===== config.mk =====
export PLATFORM = sky130hd
export DESIGN_NAME = ps2_hex_entry
export DESIGN_NICKNAME = d
export VERILOG_FILES = /design/src/rtl/ps2_hex_entry_pkg.sv /design/src/rtl/ps2_rx_frame.sv /design/src/rtl/ps2_hex_entry.sv
export SDC_FILE = /design/constraint.sdc
export NUM_CORES = 1
export LEC_CHECK = 0
export CAP_MARGIN = 20
export CELL_PAD_IN_SITES_DETAIL_PLACEMENT = 0
export CELL_PAD_IN_SITES_GLOBAL_PLACEMENT = 2
export CORE_ASPECT_RATIO = 0.5
export CORE_MARGIN = 2
export CORE_UTILIZATION = 36
export CTS_CLUSTER_SIZE = 28
export DETAILED_ROUTE_END_ITERATION = 10
export MAX_ROUTING_LAYER = met4
export PLACE_DENSITY = 0.92
export SLEW_MARGIN = 25
export SYNTH_ARGS = -nofsm -noshare
export SYNTH_HDL_FRONTEND = slang
export SYNTH_HIERARCHICAL = 1
export SYNTH_SLANG_ARGS = --single-unit

===== constraint.sdc =====
create_clock -name clk -period 3.7 [get_ports clk]
set_clock_uncertainty 0.2 [all_clocks]
set_input_delay 0.74 -clock clk [delete_from_list [all_inputs] [get_ports clk]]
set_output_delay 0.74 -clock clk [all_outputs]
set_load 0.05 [all_outputs]

===== src/rtl/ps2_hex_entry_pkg.sv =====
// Shared scan-code constants, frame states and the hex-digit decode table.
// Defining PS2_KEYPAD_EN also accepts numeric-keypad make codes as digits 0-9.
package ps2_hex_entry_pkg;

    typedef enum logic [1:0] {ST_IDLE, ST_DATA, ST_PARITY, ST_STOP} frame_state_t;

    localparam logic [7:0] SC_BREAK = 8'hF0;
    localparam logic [7:0] SC_EXT   = 8'hE0;
    localparam logic [7:0] SC_ENTER = 8'h5A;
    localparam logic [7:0] SC_BKSP  = 8'h66;
    localparam logic [7:0] SC_ESC   = 8'h76;

    // Returns {is_digit, nibble}.
    function automatic logic [4:0] hex_decode(input logic [7:0] code);
        logic [4:0] r;
        r = 5'b0;
        case (code)
            8'h45: r = {1'b1, 4'h0};
            8'h16: r = {1'b1, 4'h1};
            8'h1E: r = {1'b1, 4'h2};
            8'h26: r = {1'b1, 4'h3};
            8'h25: r = {1'b1, 4'h4};
            8'h2E: r = {1'b1, 4'h5};
            8'h36: r = {1'b1, 4'h6};
            8'h3D: r = {1'b1, 4'h7};
            8'h3E: r = {1'b1, 4'h8};
            8'h46: r = {1'b1, 4'h9};
            8'h1C: r = {1'b1, 4'hA};
            8'h32: r = {1'b1, 4'hB};
            8'h21: r = {1'b1, 4'hC};
            8'h23: r = {1'b1, 4'hD};
            8'h24: r = {1'b1, 4'hE};
            8'h2B: r = {1'b1, 4'hF};
`ifdef PS2_KEYPAD_EN
            8'h70: r = {1'b1, 4'h0};
            8'h69: r = {1'b1, 4'h1};
            8'h72: r = {1'b1, 4'h2};
            8'h7A: r = {1'b1, 4'h3};
            8'h6B: r = {1'b1, 4'h4};
            8'h73: r = {1'b1, 4'h5};
            8'h74: r = {1'b1, 4'h6};
            8'h6C: r = {1'b1, 4'h7};
            8'h75: r = {1'b1, 4'h8};
            8'h7D: r = {1'b1, 4'h9};
`endif
            default: r = 5'b0;
        endcase
        return r;
    endfunction

endpackage


===== src/rtl/ps2_rx_frame.sv =====
// PS/2 receive path: synchronisers, clock glitch filter, 11-bit frame FSM and
// mid-frame timeout. Emits a one-cycle byte_ok or frame_err per frame.
module ps2_rx_frame
    import ps2_hex_entry_pkg::*;
#(
    parameter int FILTER_LEN = 8,
    parameter int TIMEOUT    = 50000
) (
    input  logic       clk,
    input  logic       rst,
    input  logic       ps2_clk,
    input  logic       ps2_dat,
    output logic [7:0] rx_byte,
    output logic       byte_ok,
    output logic       frame_err
);

    localparam int FW = $clog2(FILTER_LEN + 1);
    localparam int TW = $clog2(TIMEOUT + 1);

    logic [1:0]    clk_sync, dat_sync;
    logic [FW-1:0] flt_cnt;
    logic          clk_flt, clk_flt_q;
    logic          fall, dat_s;

    frame_state_t  state, state_n;
    logic [2:0]    bit_cnt;
    logic [7:0]    shreg;
    logic          par;
    logic [TW-1:0] to_cnt;
    logic          to_hit, stop_good;

    // Lines idle high, so synchronisers and filter reset to 1 to avoid a false edge.
    always_ff @(posedge clk) begin
        if (rst) begin
            clk_sync  <= 2'b11;
            dat_sync  <= 2'b11;
            flt_cnt   <= '0;
            clk_flt   <= 1'b1;
            clk_flt_q <= 1'b1;
        end else begin
            clk_sync  <= {clk_sync[0], ps2_clk};
            dat_sync  <= {dat_sync[0], ps2_dat};
            clk_flt_q <= clk_flt;
            if (clk_sync[1] == clk_flt) begin
                flt_cnt <= '0;
            end else if (flt_cnt == FW'(FILTER_LEN - 1)) begin
                clk_flt <= clk_sync[1];
                flt_cnt <= '0;
            end else begin
                flt_cnt <= flt_cnt + 1'b1;
            end
        end
    end

    assign fall      = clk_flt_q & ~clk_flt;
    assign dat_s     = dat_sync[1];
    assign to_hit    = (state != ST_IDLE) && !fall && (to_cnt == TW'(TIMEOUT - 1));
    assign stop_good = (^{shreg, par}) && dat_s;
    assign rx_byte   = shreg;

    always_comb begin
        state_n = state;
        if (to_hit) begin
            state_n = ST_IDLE;
        end else if (fall) begin
            case (state)
                ST_IDLE:   if (!dat_s) state_n = ST_DATA;
                ST_DATA:   if (bit_cnt == 3'd7) state_n = ST_PARITY;
                ST_PARITY: state_n = ST_STOP;
                ST_STOP:   state_n = ST_IDLE;
                default:   state_n = ST_IDLE;
            endcase
        end
    end

    always_ff @(posedge clk) begin
        if (rst) begin
            state     <= ST_IDLE;
            bit_cnt   <= '0;
            shreg     <= '0;
            par       <= 1'b0;
            to_cnt    <= '0;
            byte_ok   <= 1'b0;
            frame_err <= 1'b0;
        end else begin
            state     <= state_n;
            byte_ok   <= fall && (state == ST_STOP) && stop_good;
            frame_err <= (fall && (state == ST_STOP) && !stop_good) || to_hit;
            to_cnt    <= (state == ST_IDLE || fall || to_hit) ? '0 : to_cnt + 1'b1;
            if (fall) begin
                case (state)
                    ST_IDLE:   bit_cnt <= '0;
                    ST_DATA: begin
                        shreg   <= {dat_s, shreg[7:1]};
                        bit_cnt <= bit_cnt + 1'b1;
                    end
                    ST_PARITY: par <= dat_s;
                    default: ;
                endcase
            end
        end
    end

endmodule


===== src/rtl/ps2_hex_entry.sv =====
// PS/2 hex entry: turns typed hex keys into a 32-bit value with backspace,
// escape and enter editing; the live entry is exposed for echoing.
module ps2_hex_entry
    import ps2_hex_entry_pkg::*;
#(
    parameter int DIGITS     = 8,
    parameter int FILTER_LEN = 8,
    parameter int TIMEOUT    = 50000
) (
    input  logic        clk,
    input  logic        rst,
    input  logic        ps2_clk,
    input  logic        ps2_dat,
    output logic [31:0] entry,
    output logic [3:0]  count,
    output logic [31:0] value,
    output logic        value_valid,
    output logic        frame_err
);

    localparam logic [31:0] MASK = 32'hFFFF_FFFF >> (32 - 4 * DIGITS);

    logic [7:0] rx_byte;
    logic       byte_ok;
    logic       brk, ext;
    logic [4:0] dec;

    ps2_rx_frame #(.FILTER_LEN(FILTER_LEN), .TIMEOUT(TIMEOUT)) u_rx (
        .clk       (clk),
        .rst       (rst),
        .ps2_clk   (ps2_clk),
        .ps2_dat   (ps2_dat),
        .rx_byte   (rx_byte),
        .byte_ok   (byte_ok),
        .frame_err (frame_err)
    );

    assign dec = hex_decode(rx_byte);

    always_ff @(posedge clk) begin
        if (rst) begin
            entry       <= '0;
            count       <= '0;
            value       <= '0;
            value_valid <= 1'b0;
            brk         <= 1'b0;
            ext         <= 1'b0;
        end else begin
            value_valid <= 1'b0;
            if (byte_ok) begin
                if (brk) begin
                    // byte following F0 is a release: swallow it
                    brk <= 1'b0;
                    ext <= 1'b0;
                end else if (rx_byte == SC_EXT) begin
                    ext <= 1'b1;
                end else if (rx_byte == SC_BREAK) begin
                    brk <= 1'b1;
                    ext <= 1'b0;
                end else begin
                    ext <= 1'b0;
                    if (rx_byte == SC_ENTER) begin
                        value       <= entry;
                        value_valid <= 1'b1;
                        entry       <= '0;
                        count       <= '0;
                    end else if (!ext) begin
                        if (dec[4]) begin
                            if (count < 4'(DIGITS)) begin
                                entry <= {entry[27:0], dec[3:0]} & MASK;
                                count <= count + 1'b1;
                            end
                        end else if (rx_byte == SC_BKSP) begin
                            if (count != 4'd0) begin
                                entry <= entry >> 4;
                                count <= count - 1'b1;
                            end
                        end else if (rx_byte == SC_ESC) begin
                            entry <= '0;
                            count <= '0;
                        end
                    end
                end
            end
        end
    end

endmodule


==> run summary <==
final setup TNS -> 0 ns
drt pass-1 iters -> 5
Core Area -> 14600 sq um
family with the most delay on the worst path -> compound AO/OA/AOI/OAI gates
crit end category -> flop
Avg Inst Size Synth -> 8.86 sq um
Crit Path Class -> reg -> reg
top cells by count, synth -> 113 x dfxtp_1, 102 x nand2_1, 65 x a21oi_1
Post-Route WL -> 13600 um
synthesized area -> 5420 sq um
Mapped Nets -> 627
Die ar. -> 16100 sq um
CP required -> 3.85 ns
Finished Layout Cells -> 882
CTS max path bufs -> 2
total number of vias -> 4647
GPL Wtd Cong -> 0.804
vias in the first global route -> 4490
CP max stage delay -> 0.81 ns
initial antenna violation count -> 0
count leader, synth -> dfxtp_1
ys async rst share -> 0%
die width -> 178 um
area share of the largest cell type after synthesis -> 41.7%
die height -> 90.8 um
worst path bufs/invs -> 1
Netlist cell types -> 79
top cells by area, synth -> dfxtp_1 42%, nand2_1 7.1%, a21oi_1 6.0%
first-pass GRT wire length -> 22900 um
I/O pin cnt -> 74
register share of total power -> 40.7%
Switching Share -> 21.2%
Initial DRC Count -> 285
# H-tree levels -> 4
Net Sw Power -> 636 uW
PostCTS Resize Cnt -> 0
CTS tree -> built
Max Fclk -> 320 MHz
slew at the pin with the worst max-slew slack -> 0.909 ns
P_int -> 2360 uW
Layout Nets -> 686
ratio of cells with drive above 1 in the final layout -> 12.9%
Seq/Total Area, Yosys -> 41.7%
cells after synthesis -> 612
Final Util -> 47.0%
type of the tightest min-delay check -> reg -> reg
RSZ-0062 raised after global routing -> no
DP Cell Count -> 850
# rows -> 31
power density over cell area -> 438 nW/um^2
leakage power -> 0.00234 uW
Slew HR -> 39.4%
post-DP HPWL -> 8810 um
GRT Total Usage -> 18.0%
ant diodes -> 0
pin count of the biggest net entering global routing -> 66
crit path DAT -> 3.27 ns
Remaining Overflow, GRT -> 0
WHS -> 0.209 ns
Synthesis Warnings -> 6
slowest stage cell, crit path -> o31a_1
clock network fraction of total power -> 58.4%
CTS root buffer -> clkbuf_16
initial core utilization -> 37.2%
fin crit share -> 84.5%
status -> finished clean
Hold Vio Cnt, Final -> 0
Peak VDD IR -> 0.275 mV
startpoint types -> flop
vias per cell -> 5.27
CTS clk-pin slew, worst paths -> 0.06 ns
crit-path cells -> nor4bb_1 > o21ai_2 > o311ai_2 > o31a_1 > buf_4 > o31ai_1 > a21oi_2
Period minus WS final -> 3.13 ns
Synth Register Bits -> 113
Final ANT Viol Nets -> 0
EDFF count, synth -> 0
power share of the combinational group -> 0.9%
Final Slew Violations -> 0
Post-CTS Hold Buffers -> 0
PortBufs -> 73
Post-CTS Setup Repair Bufs -> 0
number of max-cap violations -> 0
DRC Markers -> 0
dominant synthesized flop cell -> dfxtp_1
worst-skew pair later-pin latency -> 0.41 ns
Num CTS Buffers -> 17
area grow syn2layout -> 26.5%
Synth area leader -> dfxtp_1
# clock sinks -> 113
Final setup viols -> 0
mean routed wirelength per cell -> 15.4 um
Crit Path Max Fanout -> 23
## per-stage QoR
stage	instance area [sq um]	total power [uW]	worst slack, ns
floorplan	5420	1270	0.972
global placement	6220	1280	0.645
detailed placement	6220	1270	0.608
CTS	6850	3040	0.596
global route	6850	3100	0.252
finish	6850	3000	0.575
## metal layers
metal / part of all wire, % / vias to the layer above / track usage (%)
li1: - / 2324 / -
met1: 51 / 2223 / 23.8
met2: 45 / 87 / 27.2
met3: 3.6 / 13 / 4.21
met4: 1.0 / 0 / 5.67
met5: 0 / - / -
## cell type report
cell class / count / area [sq um]
tap: 198 / 248
multi-input combinational: 440 / 2850
sequential: 113 / 2260
timing repair buffer: 84 / 808
fill: 1432 / 7730
inverter: 15 / 56.3
clock inverter: 14 / 201
clock buffer: 18 / 429
## cells by family (layout without fill, tap and decap cells)
group / count (synthesis) / after routing / share of synthesized area (%)
simple gates: 232 / 232 / 23.0
buf+inv: 59 / 131 / 5.86
compound gates: 170 / 170 / 21.7
flops: 113 / 113 / 41.7
mux: 4 / 4 / 0.739
xor+xnor: 23 / 23 / 4.36
fa+ha+maj: 11 / 11 / 2.54
## power by group through the flow
stage	sequential (uW)	clock, uW	combinational, uW
CTS	1220	1790	27.4
detailed placement	1250	0	27.5
global placement	1250	0	27.8
floorplan	1250	0	18.5
finish	1220	1750	27.4
global route	1220	1850	30.1
## cell usage in the layout (no fill, tap or decap), drive strengths merged, types with 3 or more instances in the layout
| cell | instances |
|---|---|
| a211oi | 5 |
| a21oi | 73 |
| a22oi | 26 |
| a41o | 4 |
| and3 | 3 |
| and4 | 5 |
| buf | 12 |
| bufinv | 4 |
| clkbuf | 18 |
| clkdlybuf4s50 | 72 |
| clkinv | 4 |
| dfxtp | 113 |
| ha | 11 |
| inv | 19 |
| mux2i | 4 |
| nand2 | 103 |
| nand2b | 8 |
| nand3 | 14 |
| nand3b | 3 |
| nand4 | 11 |
| nor2 | 37 |
| nor2b | 5 |
| nor3 | 11 |
| nor4 | 5 |
| nor4b | 4 |
| o21ai | 7 |
| o31ai | 30 |
| or2 | 6 |
| or3 | 4 |
| or4 | 3 |
| xnor2 | 14 |
| xor2 | 7 |
## flip-flops by register name (all words and copies together), names as in the netlist
name	count
brk	1
u_rx/clk_sync	2
value_valid	1
u_rx/clk_flt_q	1
u_rx/byte_ok	1
u_rx/clk_flt	1
value	32
u_rx/state	2
ext	1
entry	32
u_rx/par	1
u_rx/dat_sync	2
u_rx/bit_cnt	3
u_rx/rx_byte	8
u_rx/frame_err	1
u_rx/to_cnt	16
count	4
u_rx/flt_cnt	4
## worst paths after layout
check	start	end	slack (ns)	cells past startpoint
setup reg to reg	u_rx/rx_byte[4]	entry[12]	0.57	7
setup / recovery	u_rx/rx_byte[4]	entry[12]	0.57	7
hold reg to reg	u_rx/dat_sync[0]	u_rx/dat_sync[1]	0.21	1
hold / removal	u_rx/dat_sync[0]	u_rx/dat_sync[1]	0.21	1
Power figures use the tool's default switching activity.
